==> src/rtl/dmem_pkg.sv <==
// dmem_pkg: shared widths and FSM state encoding for the data-memory DMA block.
package dmem_pkg;
    localparam int DMEM_ADDR_W = 8;
    localparam int DMEM_DATA_W = 8;
    localparam int DMEM_DEPTH = 256;
    typedef enum logic [1:0] {IDLE, RD, WR, FIN} state_t;
endpackage

==> src/rtl/dmem_port_mux.sv <==
// dmem_port_mux: core-priority selection of core or DMA onto the memory port.
module dmem_port_mux
    import dmem_pkg::*;
#(
    parameter int ADDR_W = DMEM_ADDR_W,
    parameter int DATA_W = DMEM_DATA_W
) (
    input  logic              core_req,
    input  logic              core_we,
    input  logic [ADDR_W-1:0] core_addr,
    input  logic [DATA_W-1:0] core_wdata,
    input  logic              dma_req,
    input  logic              dma_we,
    input  logic [ADDR_W-1:0] dma_addr,
    input  logic [DATA_W-1:0] dma_wdata,
    output logic              mem_we,
    output logic [ADDR_W-1:0] mem_addr,
    output logic [DATA_W-1:0] mem_wdata
);
    always_comb begin
        mem_we = core_req ? core_we : dma_req & dma_we;
        mem_addr = core_req ? core_addr : dma_req ? dma_addr : '0;
        mem_wdata = core_req ? core_wdata : dma_wdata;
    end
endmodule

==> src/rtl/dmem_dma_ctrl.sv <==
// dmem_dma_ctrl: background byte-copy DMA sharing the data memory with the core.
// Build macro DMEM_DMA_FILL_EN enables fill mode (write fill_data, no reads).
module dmem_dma_ctrl
    import dmem_pkg::*;
#(
    parameter int ADDR_W = DMEM_ADDR_W,
    parameter int DATA_W = DMEM_DATA_W
) (
    input  logic              clk,
    input  logic              Reset,
    input  logic              start,
    input  logic [ADDR_W-1:0] src_addr,
    input  logic [ADDR_W-1:0] dst_addr,
    input  logic [ADDR_W-1:0] len,
    input  logic              fill_en,
    input  logic [DATA_W-1:0] fill_data,
    output logic              busy,
    output logic              done,
    input  logic              core_req,
    input  logic              core_we,
    input  logic [ADDR_W-1:0] core_addr,
    input  logic [DATA_W-1:0] core_wdata,
    output logic [DATA_W-1:0] core_rdata,
    output logic              mem_we,
    output logic [ADDR_W-1:0] mem_addr,
    output logic [DATA_W-1:0] mem_wdata,
    input  logic [DATA_W-1:0] mem_rdata
);
`ifdef DMEM_DMA_FILL_EN
    localparam bit FILL = 1'b1;
`else
    localparam bit FILL = 1'b0;
`endif
    state_t state;
    logic [ADDR_W-1:0] src, dst, cnt;
    logic [DATA_W-1:0] data_buf;
    logic fill_mode;
    logic dma_req;
    // Gating with Reset keeps an aborted transfer from writing in the reset cycle.
    assign dma_req = !Reset && (state == RD || state == WR);
    assign core_rdata = mem_rdata;
    dmem_port_mux #(.ADDR_W(ADDR_W), .DATA_W(DATA_W)) u_mux (
        .core_req(core_req), .core_we(core_we), .core_addr(core_addr), .core_wdata(core_wdata),
        .dma_req(dma_req), .dma_we(state == WR), .dma_addr(state == RD ? src : dst),
        .dma_wdata(data_buf), .mem_we(mem_we), .mem_addr(mem_addr), .mem_wdata(mem_wdata)
    );
    always_ff @(posedge clk) begin
        if (Reset) begin
            state <= IDLE;
            src <= '0;
            dst <= '0;
            cnt <= '0;
            data_buf <= '0;
            fill_mode <= 1'b0;
            busy <= 1'b0;
            done <= 1'b0;
        end else begin
            case (state)
                IDLE: begin
                    done <= 1'b0;
                    if (start) begin
                        src <= src_addr;
                        dst <= dst_addr;
                        cnt <= len;
                        // Fill mode preloads the buffer once and never visits RD.
                        data_buf <= fill_data;
                        fill_mode <= FILL && fill_en;
                        busy <= len != '0;
                        done <= len == '0;
                        state <= len == '0 ? FIN : (FILL && fill_en) ? WR : RD;
                    end
                end
                RD: if (!core_req) begin
                    data_buf <= mem_rdata;
                    state <= WR;
                end
                WR: if (!core_req) begin
                    src <= src + 1'b1;
                    dst <= dst + 1'b1;
                    cnt <= cnt - 1'b1;
                    if (cnt == ADDR_W'(1)) begin
                        busy <= 1'b0;
                        done <= 1'b1;
                        state <= FIN;
                    end else begin
                        state <= fill_mode ? WR : RD;
                    end
                end
                default: begin
                    done <= 1'b0;
                    state <= IDLE;
                end
            endcase
        end
    end
endmodule
==> config.mk <==
export PLATFORM = sky130hd
export DESIGN_NAME = dmem_dma_ctrl
export DESIGN_NICKNAME = d
export VERILOG_FILES = /design/src/rtl/dmem_pkg.sv /design/src/rtl/dmem_port_mux.sv /design/src/rtl/dmem_dma_ctrl.sv
export SDC_FILE = /design/constraint.sdc
export NUM_CORES = 1
export LEC_CHECK = 0
export ABC_AREA = 1
export CAP_MARGIN = 5
export CORE_MARGIN = 4
export CORE_UTILIZATION = 35
export DETAILED_ROUTE_END_ITERATION = 7
export GPL_ROUTABILITY_DRIVEN = 1
export PLACE_DENSITY_LB_ADDON = 0.15
export REMOVE_ABC_BUFFERS = 1
export SYNTH_ARGS = -nofsm -noshare
export SYNTH_HDL_FRONTEND = slang
export SYNTH_SLANG_ARGS = --single-unit
==> constraint.sdc <==
create_clock -name clk -period 1.7 [get_ports clk]
set_clock_uncertainty 0.2 [all_clocks]
set_input_delay 0.255 -clock clk [delete_from_list [all_inputs] [get_ports clk]]
set_output_delay 0.255 -clock clk [all_outputs]
set_load 0.01 [all_outputs]
==> qor.txt, run 1 <==
DP Worst Slack -> -0.670 ns
worst path required time -> 1.24 ns
CTS sink cnt -> 36
Post-Syn Area per Cell -> 5.97 µm²
Final min period -> 1.94 ns
Worst-Skew Late Latency -> 0.30 ns
Final Max Tran Viols -> 0
final hold violation count -> 0
dpl hpwl -> 5.98 mm
Initial Util -> 36.9%
total number of vias -> 3,092
GR Overflow Total -> 0
Yosys top cell by area -> dfxtp_1
Final Util -> 57.4%
router iterations before antenna repair -> 5
Worst Setup End Kind -> output pin
number of port buffers -> 87
Fin Setup TNS -> -2.73 ns
number of I/O pins -> 89
gpl congestion -> 0.893
Core ar. -> 6940 µm²
Die ar. -> 8750 µm²
Die Y -> 93.5 µm
most common cell in the netlist -> nand2_1
Post-CTS Hold Buffers -> 0
Synth Warn # -> 0
run status -> finished with violations
H-tree lvl count -> 2
fill cell count -> 676
CTS tree -> done
CP max FO -> 9
commonest cells in the synthesized netlist -> nand2_1 (132), nor2_1 (51), o21ai_0 (43)
post-synthesis instance total -> 429
Die Wd -> 93.5 µm
EDFF count, synth -> 0
Residual DRC -> 0
fmax -> 515 MHz
Top FF cell, synth -> dfxtp_1
Critical Path AT -> 1.48 ns
Final Setup Violations -> 31
CP max-delay cell -> dfxtp_4
cell family with most CP delay -> flip-flops
RSZ-0062 raised after global routing -> true
async set-reset flop share out of synthesis -> 0%
Core Rows -> 30
Bufs and invs on worst path -> 2
Via-to-Cell Ratio -> 4.82
first-pass GRT wire length -> 13.0 mm
Leakage -> 1.76 nW
crit share post-route -> 114%
PwrDens -> 1550 nW/µm²
Antenna Violating Nets Remaining -> 0
Root Buffer -> clkbuf_8
CTS Buffer Depth -> 2
CP Class -> reg2out
Final WS setup -> -0.240 ns
total length of routed wires -> 8.28 mm
Area Growth Syn to Fin -> 55.6%
FF+latch count, synth -> 36
fraction of final layout cells sized beyond drive strength 1 -> 17.4%
largest net degree at the start of global routing -> 29
post-synthesis cell type count -> 30
antenna violations before repair -> 0
Post-Syn Area -> 2560 µm²
GRT Util Overall -> 18.5%
failing checks -> setup timing
Post-layout nets -> 616
via count of the first global-routing pass -> 2,861
area share of the largest cell type after synthesis -> 28.1%
Clock transition at path regs -> 0.07 ns
cell breakdown of the critical path -> inv_4 -> ha_4 -> nand2_8 -> o31ai_4 -> buf_2
WHS -> 0.246 ns
largest stage delay on the critical path -> 0.38 ns
Num CTS Buffers -> 5
Avg WL per Cell -> 12.9 µm
placed cell count -> 633
ant diodes -> 0
DRT iter0 DRCs -> 149
Worst Tran Pin Value -> 0.331 ns
Synth area leaders -> dfxtp_1 (28%), nand2_1 (19%), o21ai_0 (8.4%), nor2_1 (7.5%), inv_1 (6.2%)
final std cells w/o fill -> 642
Startpoint Class -> flop
Worst VDD drop -> 0.659 mV
Seq/Total Area, Yosys -> 28.1%
HP Class -> reg2reg
relative slew slack -> 77.9%
max cap viols -> 0
==> registers in the layout, summed over array words and instances (netlist names) <==
register and cells:
state 2, data_buf 8, done 1, busy 1
cnt 8, dst 8, src 8
==> final cells by class <==
cell class                 instances  area, µm²  share of cell area (%)
multi-input combinational        323       1640                    41.1
timing repair buffer             135       1220                    30.6
sequential                        36        726                    18.2
inverter                          45        186                    4.68
tap                               96        120                    3.01
clock buffer                       7       96.3                    2.42
==> worst register-to-register path: cells and delay by family (launching register included) <==
kind	cells	cell delay, ns
AO/OA/AOI/OAI	1	0.20
adder cells (fa/ha/maj)	1	0.25
buffers and inverters	3	0.38
flip-flops	1	0.36
AND/OR/NAND/NOR	2	0.34
==> metrics by stage <==
stage,power (mW),cell area [µm²]
2_1_floorplan,3.51,2400
3_3_place_gp,5.11,3760
3_5_place_dp,5.15,3760
4_1_cts,6.09,3930
5_1_grt,6.79,3990
6_report,6.19,3990
==> report_power, final <==
group	internal, mW	total [mW]	switching (mW)	leakage [nW]
Combinational	1.77	4.06	2.29	1.41
Sequential	1.23	1.46	0.226	0.299
Clock	0.361	0.679	0.318	0.0503
Total	3.36	6.19	2.83	1.76
==> path summary, 6_finish.rpt <==
| kind | startpoint | to | slack [ns] | cells past startpoint |
|---|---|---|---|---|
| max reg2reg | state[1] | dst[4] | -0.11 | 7 |
| max | state[0] | mem_addr[2] | -0.24 | 5 |
| min reg2reg | data_buf[1] | data_buf[1] | 0.25 | 2 |
| min | data_buf[1] | data_buf[1] | 0.25 | 2 |
==> what timing repair did <==
item,in CTS,in global routing
endpoints found under the setup margin,61,41
hold endpoints to repair,0,0
pin swaps,4,6
setup buffers,0,0
gates cloned,1,1
gates resized for setup,92,16
==> routing by layer <==
| metal | track usage (%) | part of all wire, % |
|---|---|---|
| met1 | 22.8 | 44 |
| met2 | 31.9 | 47 |
| met3 | 3.62 | 7.1 |
| met4 | 6.38 | 1.7 |
| met5 | 0 | 0 |
==> logic make-up after synthesis <==
group	Yosys count	share of synthesized area, %
DFF	36	28.1
AOI/OAI and AO/OA	93	19.5
and+or+nand+nor	220	35.2
adders and majority gates	8	3.91
buffers and inverters	71	12.9
xor gates and xnor gates	1	0.342
==> layout by cell type, fill, tap and decap left out, drive strengths merged <==
cell type      Yosys  routed
o31ai              1       1
nand2            135     135
nor2              53      53
o21a               2       2
o211ai             4       5
buf               19      58
bufbuf             0       1
a31oi              4       4
a22oi              1       1
clkdlybuf4s50      0      61
a21oi             30      30
dlygate4sd2        0      14
o21bai             2       2
xnor2              1       1
ha                 8       8
dfxtp             36      36
o21ai             49      49
clkbuf             7       7
nand4              3       3
inv               45      45
clkdlybuf4s15      0       1
nor3               1       1
nand3             28      28
Note: power is estimated with default switching activity, not from simulation.
==> inputs of run 2 (changes only) <==
--- a/config.mk
+++ b/config.mk
@@ -11,8 +11,10 @@
 export CORE_UTILIZATION = 35
 export DETAILED_ROUTE_END_ITERATION = 7
 export GPL_ROUTABILITY_DRIVEN = 1
+export MAX_ROUTING_LAYER = met4
 export PLACE_DENSITY_LB_ADDON = 0.15
 export REMOVE_ABC_BUFFERS = 1
+export SKIP_CTS_REPAIR_TIMING = 1
 export SYNTH_ARGS = -nofsm -noshare
 export SYNTH_HDL_FRONTEND = slang
 export SYNTH_SLANG_ARGS = --single-unit
==> run 2 against run 1 <==
  * The flow still finishes with violations (setup timing)
  * Largest cell class unchanged
  * Fmax decreased by 0.52%
  * First-iteration DRC count decreased by 1.3%
  * Combinational power increased by 2%
  * Critical path type unchanged
  * Global-route usage increased by 0.26 points
  * Largest power group unchanged
  * Non-clock buffer count increased by 1
  * Total power increased by 1.3%
  * Wire length increased by 0.87%
  * Sequential power about the same
  * Cell count increased by 0.31%
  * Setup slack got worse by 0.010 ns
==> qor.txt, run 2 (synthesis gave the netlist of run 1 again) <==
run status -> finished with violations (unchanged)
failing checks -> setup timing (unchanged)
Initial Util -> 36.9% (unchanged)
CP max FO -> 5 (was 9)
via count of the first global-routing pass -> 2,843 (was 2,861)
post-route cell area -> 4060 µm² (was 3990 µm²)
Die ar. -> 8750 µm² (unchanged)
number of I/O pins -> 89 (unchanged)
WHS -> 0.246 ns (about the same)
crit share post-route -> 115% (was 114%)
worst path required time -> 1.24 ns (about the same)
final hold violation count -> 0 (unchanged)
largest net degree at the start of global routing -> 29 (unchanged)
Worst Setup End Kind -> output pin (unchanged)
Worst Tran Pin Value -> 0.320 ns (was 0.331 ns)
Design Power -> 6.27 mW (was 6.19 mW)
router iterations before antenna repair -> 4 (was 5)
DRT iter0 DRCs -> 147 (was 149)
gpl congestion -> 0.908 (was 0.893)
Clock transition at path regs -> 0.07 ns (about the same)
Leakage -> 1.93 nW (was 1.76 nW)
first-pass GRT wire length -> 12.9 mm (was 13.0 mm)
Area Growth Syn to Fin -> 58.6% (was 55.6%)
Antenna Violating Nets Remaining -> 0 (unchanged)
HP Class -> reg2reg (unchanged)
most frequent cells in the layout -> nand2_1 (130), clkdlybuf4s50_1 (61), nor2_1 (48) (was nand2_1 (130), clkdlybuf4s50_1 (61), nor2_1 (47))
fmax -> 513 MHz (was 515 MHz)
CTS sink cnt -> 36 (unchanged)
Final WS setup -> -0.250 ns (was -0.240 ns)
most common cell after layout, fill and taps aside -> nand2_1 (unchanged)
Die Y -> 93.5 µm (unchanged)
max cap viols -> 0 (unchanged)
relative slew slack -> 78.6% (was 77.9%)
dpl hpwl -> 5.98 mm (unchanged)
CP Class -> reg2out (unchanged)
fill cell count -> 669 (was 676)
Core Rows -> 30 (unchanged)
total number of vias -> 3,083 (was 3,092)
number of port buffers -> 87 (unchanged)
placed cell count -> 633 (unchanged)
RSZ-0062 raised after global routing -> true (unchanged)
Via-to-Cell Ratio -> 4.79 (was 4.82)
Avg WL per Cell -> 13.0 µm (was 12.9 µm)
Startpoint Class -> flop (unchanged)
GR Overflow Total -> 0 (unchanged)
Root Buffer -> clkbuf_8 (unchanged)
CTS Buffer Depth -> 2 (unchanged)
CTS tree -> done (unchanged)
Critical Path AT -> 1.50 ns (was 1.48 ns)
ant diodes -> 0 (unchanged)
placed inst area -> 3760 µm² (unchanged)
Post-layout nets -> 618 (was 616)
Die Wd -> 93.5 µm (unchanged)
Final Max Tran Viols -> 0 (unchanged)
Num CTS Buffers -> 5 (unchanged)
Worst VDD drop -> 0.667 mV (was 0.659 mV)
GRT Util Overall -> 18.7% (was 18.5%)
Final Setup Violations -> 28 (was 31)
Residual DRC -> 0 (unchanged)
Fin Setup TNS -> -2.31 ns (was -2.73 ns)
total length of routed wires -> 8.35 mm (was 8.28 mm)
Worst-Skew Late Latency -> 0.30 ns (about the same)
antenna violations before repair -> 0 (unchanged)
PwrDens -> 1540 nW/µm² (was 1550 nW/µm²)
H-tree lvl count -> 2 (unchanged)
fraction of final layout cells sized beyond drive strength 1 -> 17.2% (was 17.4%)
Final min period -> 1.95 ns (was 1.94 ns)
final std cells w/o fill -> 644 (was 642)
Core ar. -> 6940 µm² (unchanged)
-- run 2: cell types whose count changed in the layout (fill, tap and decap cells not counted), moves of 2 or more --
cell | before | now
dlymetal6s2s_1 | 0 | 17
dlygate4sd2_1 | 14 | 0
buf_6 | 1 | 4
buf_2 | 11 | 9
inv_2 | 1 | 3
nor2_2 | 4 | 2
o21ai_1 | 14 | 12
-- run 2: critical path, cell delays in order, from the launching register on --
cell     delay (ns)
dfxtp_4        0.38
inv_4          0.04
ha_4           0.32
nand2_8        0.07
o31ai_4        0.21
buf_2          0.16
-- run 2: path summary, 6_finish.rpt --
path / startpoint / end / slack (ns) / cells after the start
max: state[0] / mem_addr[2] / -0.25 / 5
min: data_buf[1] / data_buf[1] / 0.25 / 2
max reg2reg: state[1] / src[5] / -0.07 / 10
min reg2reg: data_buf[1] / data_buf[1] / 0.25 / 2
-- run 2: through the flow --
step	utilization (%)	setup WS (ns)
5_1_grt	58.5	-0.294
3_5_place_dp	54.2	-0.670
6_report	58.5	-0.250
3_3_place_gp	54.2	-0.631
4_1_cts	55.5	-0.902
2_1_floorplan	-	-0.399
-- run 2: layout make-up --
type	count	area, µm²	share of cell area, %
Clock buffer	7	96.3	2.37
Timing Repair Buffer	136	1290	31.7
Tap cell	96	120	2.96
Inverter	45	184	4.53
Sequential cell	36	726	17.9
Multi-Input combinational cell	324	1650	40.5
-- run 2: report_power, final --
part	total, mW	leakage [nW]	internal (mW)	switching [mW]
logic	4.14	1.58	1.83	2.32
clock network	0.683	0.0503	0.361	0.321
registers	1.45	0.299	1.23	0.219
-- run 2: routing by layer --
| metal | vias to the layer above | share of wire [%] | global-route usage (%) |
|---|---|---|---|
| met2 | 90 | 47 | 31.2 |
| met3 | 11 | 7.4 | 3.46 |
| met5 | - | 0 | - |
| met1 | 1361 | 44 | 22.8 |
| met4 | 0 | 1.5 | 6.38 |
| li1 | 1621 | - | - |
==> inputs of run 3 (changes only) <==
--- a/config.mk
+++ b/config.mk
@@ -15,6 +15,7 @@
 export PLACE_DENSITY_LB_ADDON = 0.15
 export REMOVE_ABC_BUFFERS = 1
 export SKIP_CTS_REPAIR_TIMING = 1
+export SLEW_MARGIN = 20
 export SYNTH_ARGS = -nofsm -noshare
 export SYNTH_HDL_FRONTEND = slang
 export SYNTH_SLANG_ARGS = --single-unit
==> results of run 3 <==
The final DEF is identical to that of run 2; final timing and power are the same.
